===== config.mk =====
export PLATFORM = sky130hd
export DESIGN_NAME = ipl_copy_master
export DESIGN_NICKNAME = d
export VERILOG_FILES = /design/src/rtl/ipl_copy_pkg.sv /design/src/rtl/ipl_copy_master.sv
export SDC_FILE = /design/constraint.sdc
export NUM_CORES = 1
export LEC_CHECK = 0
export CORE_MARGIN = 2
export CORE_UTILIZATION = 45
export CTS_CLUSTER_SIZE = 40
export DETAILED_ROUTE_END_ITERATION = 8
export GPL_ROUTABILITY_DRIVEN = 0
export PLACE_DENSITY_LB_ADDON = 0.15
export RECOVER_POWER = 50
export SLEW_MARGIN = 20
export SYNTH_ARGS = -nofsm -noshare
export SYNTH_HDL_FRONTEND = slang
export SYNTH_SLANG_ARGS = --single-unit

===== constraint.sdc =====
create_clock -name clk -period 2.4 [get_ports clk]
set_clock_uncertainty 0.1 [all_clocks]
set_input_delay 0.24 -clock clk [delete_from_list [all_inputs] [get_ports clk]]
set_output_delay 0.24 -clock clk [all_outputs]
set_load 0.01 [all_outputs]

===== src/rtl/ipl_copy_pkg.sv =====
// Shared definitions for the IPL copy master: FSM encoding and bus word stride.
package ipl_copy_pkg;

   typedef enum logic [2:0] {
      IDLE    = 3'd0,
      RD_REQ  = 3'd1,
      RD_WAIT = 3'd2,
      WR_REQ  = 3'd3,
      FINISH  = 3'd4
   } ipl_state_t;

   // Every transfer moves one 32-bit word, so addresses advance by 4 bytes.
   localparam int unsigned WORD_STRIDE = 4;

endpackage


===== src/rtl/ipl_copy_master.sv =====
// Avalon-MM word copy engine: reads word_count words from src_addr and writes
// them to dst_addr one at a time, with a single read outstanding.
module ipl_copy_master
   import ipl_copy_pkg::*;
#(
   parameter int ADDR_W = 32,
   parameter int CNT_W  = 16
) (
   input  logic              clk,
   input  logic              reset_n,
   input  logic              start,
   input  logic [ADDR_W-1:0] src_addr,
   input  logic [ADDR_W-1:0] dst_addr,
   input  logic [CNT_W-1:0]  word_count,
   output logic              busy,
   output logic              done,
   output logic [ADDR_W-1:0] m_address,
   output logic              m_read,
   output logic              m_write,
   output logic [31:0]       m_writedata,
   output logic [3:0]        m_byteenable,
   input  logic [31:0]       m_readdata,
   input  logic              m_readdatavalid,
   input  logic              m_waitrequest,
   output logic [2:0]        dbg_state
);

   // Handshake: a command (m_read or m_write) is accepted on a rising edge where
   // it is high and m_waitrequest is low; until then address, command and data
   // stay frozen. Read data is taken only on a cycle with m_readdatavalid high,
   // either the accepting cycle itself or any later one.

   ipl_state_t        state_q;
   logic [ADDR_W-1:0] src_q;
   logic [ADDR_W-1:0] dst_q;
   logic [CNT_W-1:0]  rem_q;
   logic [ADDR_W-1:0] src_next;
   logic [ADDR_W-1:0] dst_next;

   assign src_next     = src_q + ADDR_W'(WORD_STRIDE);
   assign dst_next     = dst_q + ADDR_W'(WORD_STRIDE);
   assign m_byteenable = 4'b1111;
   assign dbg_state    = state_q;

   // m_writedata doubles as the read-data holding register.
   always_ff @(posedge clk or negedge reset_n) begin
      if (!reset_n) begin
         state_q     <= IDLE;
         src_q       <= '0;
         dst_q       <= '0;
         rem_q       <= '0;
         busy        <= 1'b0;
         done        <= 1'b0;
         m_read      <= 1'b0;
         m_write     <= 1'b0;
         m_address   <= '0;
         m_writedata <= '0;
      end else begin
         done <= 1'b0;
         case (state_q)
            IDLE: begin
               if (start) begin
                  if (word_count != '0) begin
                     src_q     <= src_addr;
                     dst_q     <= dst_addr;
                     rem_q     <= word_count;
                     busy      <= 1'b1;
                     m_read    <= 1'b1;
                     m_address <= src_addr;
                     state_q   <= RD_REQ;
                  end else begin
                     state_q <= FINISH;
                  end
               end
            end
            RD_REQ: begin
               if (!m_waitrequest) begin
                  m_read <= 1'b0;
                  if (m_readdatavalid) begin
                     m_writedata <= m_readdata;
                     m_write     <= 1'b1;
                     m_address   <= dst_q;
                     state_q     <= WR_REQ;
                  end else begin
                     state_q <= RD_WAIT;
                  end
               end
            end
            RD_WAIT: begin
               if (m_readdatavalid) begin
                  m_writedata <= m_readdata;
                  m_write     <= 1'b1;
                  m_address   <= dst_q;
                  state_q     <= WR_REQ;
               end
            end
            WR_REQ: begin
               if (!m_waitrequest) begin
                  m_write <= 1'b0;
                  src_q   <= src_next;
                  dst_q   <= dst_next;
                  rem_q   <= rem_q - CNT_W'(1);
                  if (rem_q != CNT_W'(1)) begin
                     m_read    <= 1'b1;
                     m_address <= src_next;
                     state_q   <= RD_REQ;
                  end else begin
                     state_q <= FINISH;
                  end
               end
            end
            FINISH: begin
               done    <= 1'b1;
               busy    <= 1'b0;
               state_q <= IDLE;
            end
            default: begin
               state_q <= IDLE;
            end
         endcase
      end
   end

endmodule


==> summary.txt <==
Placement
  • Post-place setup slack: -0.129 ns
  • Placed Instances: about 1.4k
  • Post-DP HPWL: between 15 and 20 mm
  • # port buffers: 187

Synth
  • Sequential share of the synthesized area: between 40 and 50%
  • Netlist cell types: 69
  • Yosys warning count: 0
  • FFs w/ async S/R, synth: 100%
  • Main flop type after synthesis: dfrtp_1
  • Cells after Synth: ~950
  • Mapped Area: between 8000 and 9000 µm²
  • Synth Register Bits: ~150
  • Syn avg cell area: approximately 9.0 µm²
  • Post-synth EDFFs: 0

Clock network
  • Clock Pin Slew Worst Setup and Hold Paths: around 0.07 ns
  • Clk Latency, worst-skew pair: 0.43 ns
  • Clock root buffer: clkbuf_16
  • TritonCTS Sinks: about 150
  • CTS tree: built
  • Total CTS buffers: 17
  • Max Buffers Root-to-Sink: 2
  • H-tree Lvls: 4

Route
  • WL final: around 26 mm
  • Vias per Instance: between 5 and 6
  • Routed len/inst: ~18 µm
  • Antenna-violating nets left: 0
  • Vias: 8,363
  • Initial DRC Count: 781
  • Initial DRT Pass Iterations: 6
  • # DRC: 0

STA
  • Fin crit share: between 90 and 100%
  • Worst setup margin: 0.123 ns
  • Max_slew headroom: about 1.3%
  • F_max: 439 MHz
  • Final Critical Period: 2.28 ns
  • Final max-slew violation count: 0
  • Setup violators final: 0
  • Worst-Margin Slew: 1.48 ns
  • Final hold viol count: 0

GRT
  • Vias in the first global route: around 7.8k
  • Initial antenna violation count: 0
  • Total Routing Usage GR: 25.6%
  • Global-route wire length before repair: 40.8 mm
  • GRT Residual Overflow: 0
  • Largest net degree at the start of global routing: 66

Finish
  • Share of layout cells above drive strength 1: between 10% and 20%
  • Most frequent cells in the layout: 154 x clkdlybuf4s50_1, 149 x dfrtp_1, 106 x a21oi_1
  • Most common library cell in the layout ignoring fill and taps: clkdlybuf4s50_1
  • Fin nets: ~1.3k
  • Post-route insts no fill: roughly 1.4k
  • Antenna Cells: 0
  • Area Overhead vs Synth: 37.9%

Die
  • Die height: roughly 140 µm
  • Row count: 50
  • Die Span X: 142 µm
  • Initial Utilization: a little under half
  • I/O pin count: 192
  • Core Region: between 15,000 and 20,000 µm²
  • Die Area: 20,100 µm²

Power and ir drop
  • Overall power: around 17 mW
  • Max IR drop VDD: about 720 µV
  • Leak pwr: roughly 4.7 nW
  • PD cells: between 1000 and 1500 nW/µm²

Run status
  • Status: finished clean

Job
  • Max-Cap Viols: 0

Setup path
  • Worst Path Class, Setup: reg2reg
  • Critical Path Sink Type: flop
  • Critical Path AT: ~2.5 ns
  • Nature of the critical path startpoint: flop
  • Critical path required time: 2.62 ns
  • Critical path peak fanout: 33

Hold path
  • Worst hold path type: in2reg
-- synthesized netlist by cell type (all sizes together), types with 6 or more instances --
| master | number | share of area, % |
|---|---|---|
| nor3 | 14 | 1.0 |
| o31ai | 18 | 1.8 |
| nand4 | 14 | 1.3 |
| a31oi | 7 | 0.51 |
| o22a | 14 | 1.4 |
| inv | 9 | 0.40 |
| mux2 | 38 | 5.0 |
| and3 | 10 | 0.79 |
| a2bb2oi | 9 | 0.92 |
| nand2 | 95 | 4.2 |
| xnor2 | 23 | 2.4 |
| nand2b | 9 | 0.66 |
| nor2 | 98 | 4.4 |
| buf | 45 | 3.2 |
| dfrtp | 151 | 44 |
| a21oi | 107 | 6.3 |
| o22ai | 50 | 3.7 |
| nand3 | 37 | 2.2 |
| o21ai | 72 | 4.2 |
| xor2 | 6 | 0.70 |
| clkbuf | 29 | 1.3 |
| a221oi | 10 | 1.0 |
| nor4 | 14 | 1.3 |
-- state kept, by name (all words and copies together) (netlist names) --
register,cells
busy,1
dbg_state,3
done,1
dst_q,32
m_address,32
m_read,1
m_write,1
m_writedata,32
rem_q,16
src_q,32
-- path summary, 6_finish.rpt --
path	startpoint	endpoint	slack, ns	depth (start not counted)
worst max register to register	rem_q[10]	m_address[28]	0.12	7
min in group asynchronous	reset_n	m_writedata[30]	0.62	2
worst max-delay path	rem_q[10]	m_address[28]	0.12	7
worst min-delay path	dst_addr[3]	dst_q[3]	0.32	3
max in group asynchronous	reset_n	done	0.42	3
worst min register to register	m_address[3]	m_address[3]	0.38	2
-- area by class of cell --
class,instances,area [µm²]
Fill cell,1616,6880
Multi-Input combinational cell,721,4400
Sequential cell,151,3780
Timing Repair Buffer,283,2670
Clock buffer,17,425
Tap cell,234,293
Clock inverter,15,158
Inverter,9,33.8
-- layer usage --
layer | up-vias | GRT usage (%) | routed length, µm
met1 | 4012 | 36.7 | 11800
met4 | 0 | 7.68 | 418
met2 | 350 | 39.0 | 11600
met3 | 30 | 5.60 | 2040
met5 | - | 0 | 0
li1 | 3971 | - | -
-- per-stage QoR --
step / setup TNS [ns] / area (µm²) / utilization (%) / hold slack [ns]
final: 0 / 11800 / 63.1 / 0.315
after floorplan: 0 / 8540 / - / -0.156
after CTS: 0 / 11700 / 62.8 / 0.267
after global placement: -0.938 / 11100 / 59.5 / 0.145
after detailed placement: -3.34 / 11100 / 59.5 / 0.146
after global routing: -0.000953 / 11800 / 63.1 / 0.318
-- repair_timing --
action / CTS / global route
setup endpoints to repair: 2 / 18
setup buffers: 0 / 4
gates resized for setup: 2 / 7
endpoints found under the hold margin: 52 / 0
pin swaps: 0 / 2
hold buffers: 1 / 0
gates cloned: 0 / 1
-- power breakdown --
part / total (mW) / switching [mW] / internal, mW / leakage (nW)
clock network: 2.67 / 1.19 / 1.48 / 0.281
logic: 9.62 / 5.13 / 4.49 / 2.69
registers: 5.01 / 1.15 / 3.86 / 1.75
-- critical path: stages (launching register included) --
cell     delay, ns
dfrtp_1       0.40
or3_1         0.39
or3b_1        0.40
nor3_2        0.17
or4_4         0.22
buf_12        0.19
nor2_1        0.07
a22o_1        0.19
-- cells by family after synthesis --
logic type,after synthesis,share of synthesized area (%)
DFF,151,44.3
muxes,39,5.13
buffers and inverters,83,4.85
adders and majority gates,4,0.587
and+or+nand+nor,322,18.6
AOI/OAI and AO/OA,323,23.4
other,1,0.0440
xor gates and xnor gates,29,3.07
Note: power is estimated with default switching activity, not from simulation.
